[src/rtl/mem_arb_pkg.sv]
// Shared types for the IFU/LSU memory arbiter: FSM state and transaction owner.
package mem_arb_pkg;

  typedef enum logic [1:0] {
    ARB_IDLE  = 2'd0,
    ARB_ISSUE = 2'd1,
    ARB_WAIT  = 2'd2,
    ARB_RESP  = 2'd3
  } arb_state_t;

  typedef enum logic {
    OWN_IFU = 1'b0,
    OWN_LSU = 1'b1
  } arb_owner_t;

endpackage

[src/rtl/arb_watchdog.sv]
// Per-transaction wait counter; flags expiry after TIMEOUT_CYCLES-1 counted waits.
// With TIMEOUT_CYCLES = 0 the counter is pinned at zero and never expires.
module arb_watchdog #(
  parameter int unsigned TIMEOUT_CYCLES = 256
) (
  input  logic clock,
  input  logic reset,
  input  logic clear,
  input  logic enable,
  output logic expired
);

  localparam int unsigned CNT_W = (TIMEOUT_CYCLES == 0) ? 1 : $clog2(TIMEOUT_CYCLES + 1);
  localparam logic [CNT_W-1:0] CNT_MAX  = CNT_W'(TIMEOUT_CYCLES);
  localparam logic [CNT_W-1:0] CNT_LAST = (TIMEOUT_CYCLES == 0) ? '0 : CNT_W'(TIMEOUT_CYCLES - 1);

  logic [CNT_W-1:0] count;

  // Saturates at CNT_MAX so the count can never wrap back into range.
  always_ff @(posedge clock) begin
    if (reset || clear) begin
      count <= '0;
    end else if (enable && (count != CNT_MAX)) begin
      count <= count + 1'b1;
    end
  end

  assign expired = (TIMEOUT_CYCLES != 0) && (count == CNT_LAST);

endmodule

[src/rtl/mem_arbiter.sv]
// Round-robin arbiter sharing one memory port between the IFU (read-only) and
// the LSU (read/write); one transaction in flight, with a response watchdog.
module mem_arbiter
  import mem_arb_pkg::*;
#(
  parameter int unsigned ADDR_W         = 32,
  parameter int unsigned DATA_W         = 32,
  parameter int unsigned TIMEOUT_CYCLES = 256
) (
  input  logic                clock,
  input  logic                reset,

  input  logic                ifu_reqValid,
  input  logic [ADDR_W-1:0]   ifu_addr,
  output logic                ifu_respValid,
  output logic [DATA_W-1:0]   ifu_rdata,
  output logic                ifu_err,

  input  logic                lsu_reqValid,
  input  logic                lsu_wen,
  input  logic [ADDR_W-1:0]   lsu_addr,
  input  logic [DATA_W-1:0]   lsu_wdata,
  input  logic [DATA_W/8-1:0] lsu_wmask,
  output logic                lsu_respValid,
  output logic [DATA_W-1:0]   lsu_rdata,
  output logic                lsu_err,

  output logic                mem_reqValid,
  output logic                mem_wen,
  output logic [ADDR_W-1:0]   mem_addr,
  output logic [DATA_W-1:0]   mem_wdata,
  output logic [DATA_W/8-1:0] mem_wmask,
  input  logic                mem_respValid,
  input  logic [DATA_W-1:0]   mem_rdata,
  output logic                mem_abort,

  output arb_state_t          dbg_state
);

  // Handshake: a requester raises reqValid with a stable payload and holds both
  // until its one-cycle respValid pulse, then drops reqValid by the next cycle.
  // Toward memory, mem_reqValid is a single-cycle pulse answered by exactly one
  // mem_respValid pulse (possibly in the same cycle) or cancelled by mem_abort.

  arb_state_t          state_q, state_d;
  arb_owner_t          owner_q, last_owner_q, grant_owner;
  logic                grant;
  logic                capture_resp, capture_timeout;
  logic                wd_clear, wd_enable, wd_expired;

  logic [ADDR_W-1:0]   addr_q;
  logic                wen_q;
  logic [DATA_W-1:0]   wdata_q;
  logic [DATA_W/8-1:0] wmask_q;
  logic [DATA_W-1:0]   ifu_rdata_q, lsu_rdata_q;
  logic                ifu_err_q, lsu_err_q;
  logic                abort_q;
  logic                mem_active;

  always_ff @(posedge clock) begin
    if (reset) begin
      state_q <= ARB_IDLE;
    end else begin
      state_q <= state_d;
    end
  end

  always_comb begin
    state_d         = state_q;
    grant           = 1'b0;
    grant_owner     = OWN_IFU;
    capture_resp    = 1'b0;
    capture_timeout = 1'b0;
    wd_clear        = 1'b0;
    wd_enable       = 1'b0;
    case (state_q)
      ARB_IDLE: begin
        if (ifu_reqValid && lsu_reqValid) begin
          grant       = 1'b1;
          grant_owner = (last_owner_q == OWN_LSU) ? OWN_IFU : OWN_LSU;
        end else if (ifu_reqValid) begin
          grant       = 1'b1;
          grant_owner = OWN_IFU;
        end else if (lsu_reqValid) begin
          grant       = 1'b1;
          grant_owner = OWN_LSU;
        end
        if (grant) begin
          state_d = ARB_ISSUE;
        end
      end
      ARB_ISSUE: begin
        wd_clear = 1'b1;
        if (mem_respValid) begin
          capture_resp = 1'b1;
          state_d      = ARB_RESP;
        end else begin
          state_d = ARB_WAIT;
        end
      end
      ARB_WAIT: begin
        if (mem_respValid) begin
          capture_resp = 1'b1;
          state_d      = ARB_RESP;
        end else if (wd_expired) begin
          capture_timeout = 1'b1;
          state_d         = ARB_RESP;
        end else begin
          wd_enable = 1'b1;
        end
      end
      ARB_RESP: begin
        state_d = ARB_IDLE;
      end
      default: begin
        state_d = ARB_IDLE;
      end
    endcase
  end

  always_ff @(posedge clock) begin
    if (reset) begin
      owner_q      <= OWN_IFU;
      last_owner_q <= OWN_LSU;
      addr_q       <= '0;
      wen_q        <= 1'b0;
      wdata_q      <= '0;
      wmask_q      <= '0;
      ifu_rdata_q  <= '0;
      lsu_rdata_q  <= '0;
      ifu_err_q    <= 1'b0;
      lsu_err_q    <= 1'b0;
      abort_q      <= 1'b0;
    end else begin
      abort_q <= capture_timeout;
      if (grant) begin
        owner_q      <= grant_owner;
        last_owner_q <= grant_owner;
        // IFU is fetch-only, so its write side is forced quiet at grant time.
        if (grant_owner == OWN_IFU) begin
          addr_q  <= ifu_addr;
          wen_q   <= 1'b0;
          wdata_q <= '0;
          wmask_q <= '0;
        end else begin
          addr_q  <= lsu_addr;
          wen_q   <= lsu_wen;
          wdata_q <= lsu_wdata;
          wmask_q <= lsu_wmask;
        end
      end
      if (capture_resp || capture_timeout) begin
        if (owner_q == OWN_IFU) begin
          ifu_rdata_q <= capture_resp ? mem_rdata : '0;
          ifu_err_q   <= capture_timeout;
        end else begin
          lsu_rdata_q <= capture_resp ? mem_rdata : '0;
          lsu_err_q   <= capture_timeout;
        end
      end
    end
  end

  arb_watchdog #(
    .TIMEOUT_CYCLES(TIMEOUT_CYCLES)
  ) u_watchdog (
    .clock  (clock),
    .reset  (reset),
    .clear  (wd_clear),
    .enable (wd_enable),
    .expired(wd_expired)
  );

  assign mem_active    = (state_q == ARB_ISSUE) || (state_q == ARB_WAIT);
  assign mem_reqValid  = (state_q == ARB_ISSUE);
  assign mem_wen       = mem_active ? wen_q   : 1'b0;
  assign mem_addr      = mem_active ? addr_q  : '0;
  assign mem_wdata     = mem_active ? wdata_q : '0;
  assign mem_wmask     = mem_active ? wmask_q : '0;
  assign mem_abort     = abort_q;

  assign ifu_respValid = (state_q == ARB_RESP) && (owner_q == OWN_IFU);
  assign lsu_respValid = (state_q == ARB_RESP) && (owner_q == OWN_LSU);
  assign ifu_rdata     = ifu_respValid ? ifu_rdata_q : '0;
  assign ifu_err       = ifu_respValid && ifu_err_q;
  assign lsu_rdata     = lsu_respValid ? lsu_rdata_q : '0;
  assign lsu_err       = lsu_respValid && lsu_err_q;

  assign dbg_state     = state_q;

endmodule

[config.mk]
export PLATFORM = sky130hd
export DESIGN_NAME = mem_arbiter
export DESIGN_NICKNAME = d
export VERILOG_FILES = /design/src/rtl/mem_arb_pkg.sv /design/src/rtl/arb_watchdog.sv /design/src/rtl/mem_arbiter.sv
export SDC_FILE = /design/constraint.sdc
export NUM_CORES = 1
export LEC_CHECK = 0
export BUFFER_PORTS_ARGS = -buffer_cell sky130_fd_sc_hd__clkbuf_2
export CORE_MARGIN = 2
export CORE_UTILIZATION = 52
export DETAILED_ROUTE_END_ITERATION = 8
export MAX_ROUTING_LAYER = met4
export PLACE_DENSITY = 0.86
export SLEW_MARGIN = 15
export SYNTH_ARGS = -nofsm -noshare
export SYNTH_HDL_FRONTEND = slang
export SYNTH_HIERARCHICAL = 1
export SYNTH_SLANG_ARGS = --single-unit
[constraint.sdc]
create_clock -name clock -period 6.1 [get_ports clock]
set_input_delay 0.305 -clock clock [delete_from_list [all_inputs] [get_ports clock]]
set_output_delay 0.305 -clock clock [all_outputs]
set_load 0.1 [all_outputs]
==> key figures <==
Run status
  • Status: finished, final reports clean

Clock network
  • PostCTS Resize Cnt: 0
  • Clk buf depth: 2
  • CTS sink count: 149
  • CTS clk-pin slew, worst paths: 60 ps
  • Worst-Skew Late Latency: 420 ps
  • Root Driver: clkbuf_16
  • CTS tree: built
  • H-tree Lvls: 4
  • CTS Buf Count: 17
  • Post-CTS Hold Fix Bufs: 0
  • Setup repair bufs after CTS: 0

Logic synthesis
  • Syn Std Cell Area: ~6600 µm²
  • Ys flop type: dfxtp_1
  • Synth top area share: 45.4%
  • Dominant cell type by area after synthesis: dfxtp_1
  • Cells after Synth: 703
  • Most frequent cell after synthesis: dfxtp_1
  • Unique cell type count in the Yosys netlist: 49
  • Cells taking the most area after synthesis: dfxtp_1 (45%), and2_1 (9.9%), a22o_1 (8.8%)
  • Total nets after synthesis: between 800 and 900
  • Synth warnings: 6
  • Avg Inst Size Synth: between 9 and 10 µm²
  • Seq/Total Area, Yosys: 45.4%
  • Register bit total from synthesis: about 150
  • Post-synth EDFFs: 0
  • Top cells by count, synth: dfxtp_1 (149), and2_1 (104), nor2_1 (75), a22o_1 (66), inv_1 (41)
  • Post-synth ARST share: 0%

Pwr
  • Pwr/cell area: 490 nW/µm²
  • VDD IR-drop max: 0.335 mV
  • Total chip power: 4.18 mW
  • Leak pwr: approximately 4.1 nW

Floorplan
  • Io pins: 279
  • Core Area: 12500 µm²
  • Initial Utilization: a little over half
  • DIE AREA: roughly 14000 µm²
  • Die width: 116 µm
  • FP Rows: 41
  • Die Y: 116 µm

Worst setup path
  • Crit-path max FO: 35
  • CP Depth: 5
  • Critical path buffer and inverter count: 2
  • Crit path cell chain: ha_1 -> nor2b_1 -> buf_4 -> and2_1 -> clkbuf_2
  • R2r worst-path depth: 8
  • CP required: 5790 ps
  • Critical Path Start Type: flip-flop
  • CP peak stage delay: 830 ps
  • Crit path kind: flip-flop to output port
  • Arr. time, crit path: 2840 ps
  • CP Capture Type: output port
  • CP max stage cell: ha_1
  • Cell family with the largest share of critical-path delay: adder cells

Route
  • DR vias/cell: 5.71
  • Number of DRC markers in iteration 0: 477
  • Remaining DRCs: 0
  • Final WL: 18900 µm
  • Routed vias: around 6.4k
  • DR pass1 iterations: 5
  • Post-detailed-route wirelength per cell: 16.8 µm
  • Routed Antenna Nets: 0

Finish
  • Share of cells above drive strength 1: 34.6%
  • # diodes: 0
  • Multi-input logic area: 3140 µm²
  • Register area: 2980 µm²
  • Final nets: 1086
  • Area Growth Syn to Fin: 29.7%
  • FILL cells: 1032

STA
  • Fmax: 0.318 GHz
  • Final hold violation count: 0
  • Part of the cycle the worst path needs: 51.5%
  • Final TNS setup: 0 ps
  • Minimum clock period: 3140 ps
  • Final setup vio count: 0
  • PnR worst setup slack: roughly 3000 ps
  • Final Skew: 6.34 ps
  • Max Slew Vio Count: 0
  • Slew headroom: 24.2%
  • RSZ-0062 raised after global routing: no
  • Worst slew pin tran: 1130 ps

Placement
  • I/O Buffers: 278
  • Dpl ws: 3440 ps
  • RD Place Congestion: between 0.8 and 0.9
  • Post-DP HPWL: roughly 13000 µm

Hold path
  • Hold depth: 3
  • Worst Hold Class: input pin to flip-flop

Global routing
  • First-pass GRT wire length: between 20000 and 30000 µm
  • Remaining Overflow, GRT: 0
  • Largest net degree at the start of global routing: 83
  • Overall global routing resource usage: 28.3%
  • Initial antenna violation count: 0
  • Vias in the first global route: 5874

Run
  • Max-cap viol count: 0
path summary, 6_finish.rpt:
| kind | start | to | slack [ps] |
|---|---|---|---|
| hold / removal | lsu_addr[12] | addr_q[12] | 110 |
| setup / recovery | dbg_state[0] | ifu_rdata[14] | 2960 |
| hold reg to reg | ifu_rdata_q[25] | ifu_rdata_q[25] | 460 |
| setup reg to reg | u_watchdog/count[0] | u_watchdog/count[7] | 3450 |
sequential cells by signal, summed over array words and instances (netlist names):
register / flops
lsu_err_q: 1
wen_q: 1
wmask_q: 4
wdata_q: 32
owner_q: 1
ifu_rdata_q: 32
ifu_err_q: 1
dbg_state: 2
lsu_rdata_q: 32
u_watchdog/count: 9
mem_abort: 1
addr_q: 32
last_owner_q: 1
layer usage:
layer  track usage [%]  vias to the layer above  share of wire, %
met2              43.6                      280                48
li1                  -                     3044                 -
met1              36.0                     3064                41
met3              6.64                       39               7.7
met4              11.2                        0               2.7
met5                 -                        -                 0
area by class of cell:
type / instances / area share (%)
tap: 172 / 2.52
clock buffer: 20 / 5.12
timing repair buffer: 289 / 17.3
multi-input combinational: 443 / 36.8
clock inverter: 11 / 1.53
sequential: 149 / 35.0
inverter: 41 / 1.80
stage by stage:
step	util, %	hold WS (ps)	instance area [µm²]	instances
floorplan	-	434	6580	703
global placement	63.9	448	7960	1094
detailed placement	63.9	450	7960	1094
CTS	68.4	90.6	8530	1125
global route	68.4	103	8530	1125
finish	68.4	105	8530	1125
placed cells by master (no fill, tap or decap), types with 2 or more instances in the layout:
| cell | instances |
|---|---|
| a2111oi_0 | 35 |
| a2111oi_1 | 29 |
| a211o_1 | 2 |
| a21oi_1 | 4 |
| a22o_1 | 66 |
| a32oi_1 | 37 |
| and2_1 | 104 |
| and3_1 | 34 |
| buf_4 | 11 |
| bufinv_16 | 2 |
| clkbuf_1 | 3 |
| clkbuf_16 | 17 |
| clkbuf_2 | 278 |
| clkinv_2 | 2 |
| clkinv_4 | 5 |
| dfxtp_1 | 149 |
| ha_1 | 7 |
| inv_1 | 41 |
| mux2i_1 | 2 |
| nand2_1 | 8 |
| nand3_1 | 3 |
| nand4_1 | 2 |
| nor2_1 | 74 |
| o21ai_0 | 4 |
| o21ai_2 | 2 |
| or3_1 | 3 |
| xor2_1 | 2 |
logic make-up after synthesis:
group           Yosys count  share of synthesized area (%)
xor+xnor                  3                          0.400
buf+inv                 111                           7.25
mux                       2                          0.304
simple gates            242                           20.3
fa+ha+maj                 7                           1.33
flops                   149                           45.4
compound gates          189                           25.0
report_power, final:
part | switching [mW] | leakage [nW] | internal (mW)
Combinational | 1.49 | 2.60 | 0.403
Sequential | 0.101 | 1.22 | 1.18
Clock | 0.405 | 0.274 | 0.602
Total | 2.00 | 4.09 | 2.18
worst register-to-register path, delay by kind of cell, from the launching register on:
family | cells | cell delay, ps
AOI/OAI and AO/OA | 1 | 150
and+or+nand+nor | 5 | 1660
adders and majority gates | 2 | 440
DFF | 1 | 340
Note: power is estimated with default switching activity, not from simulation.
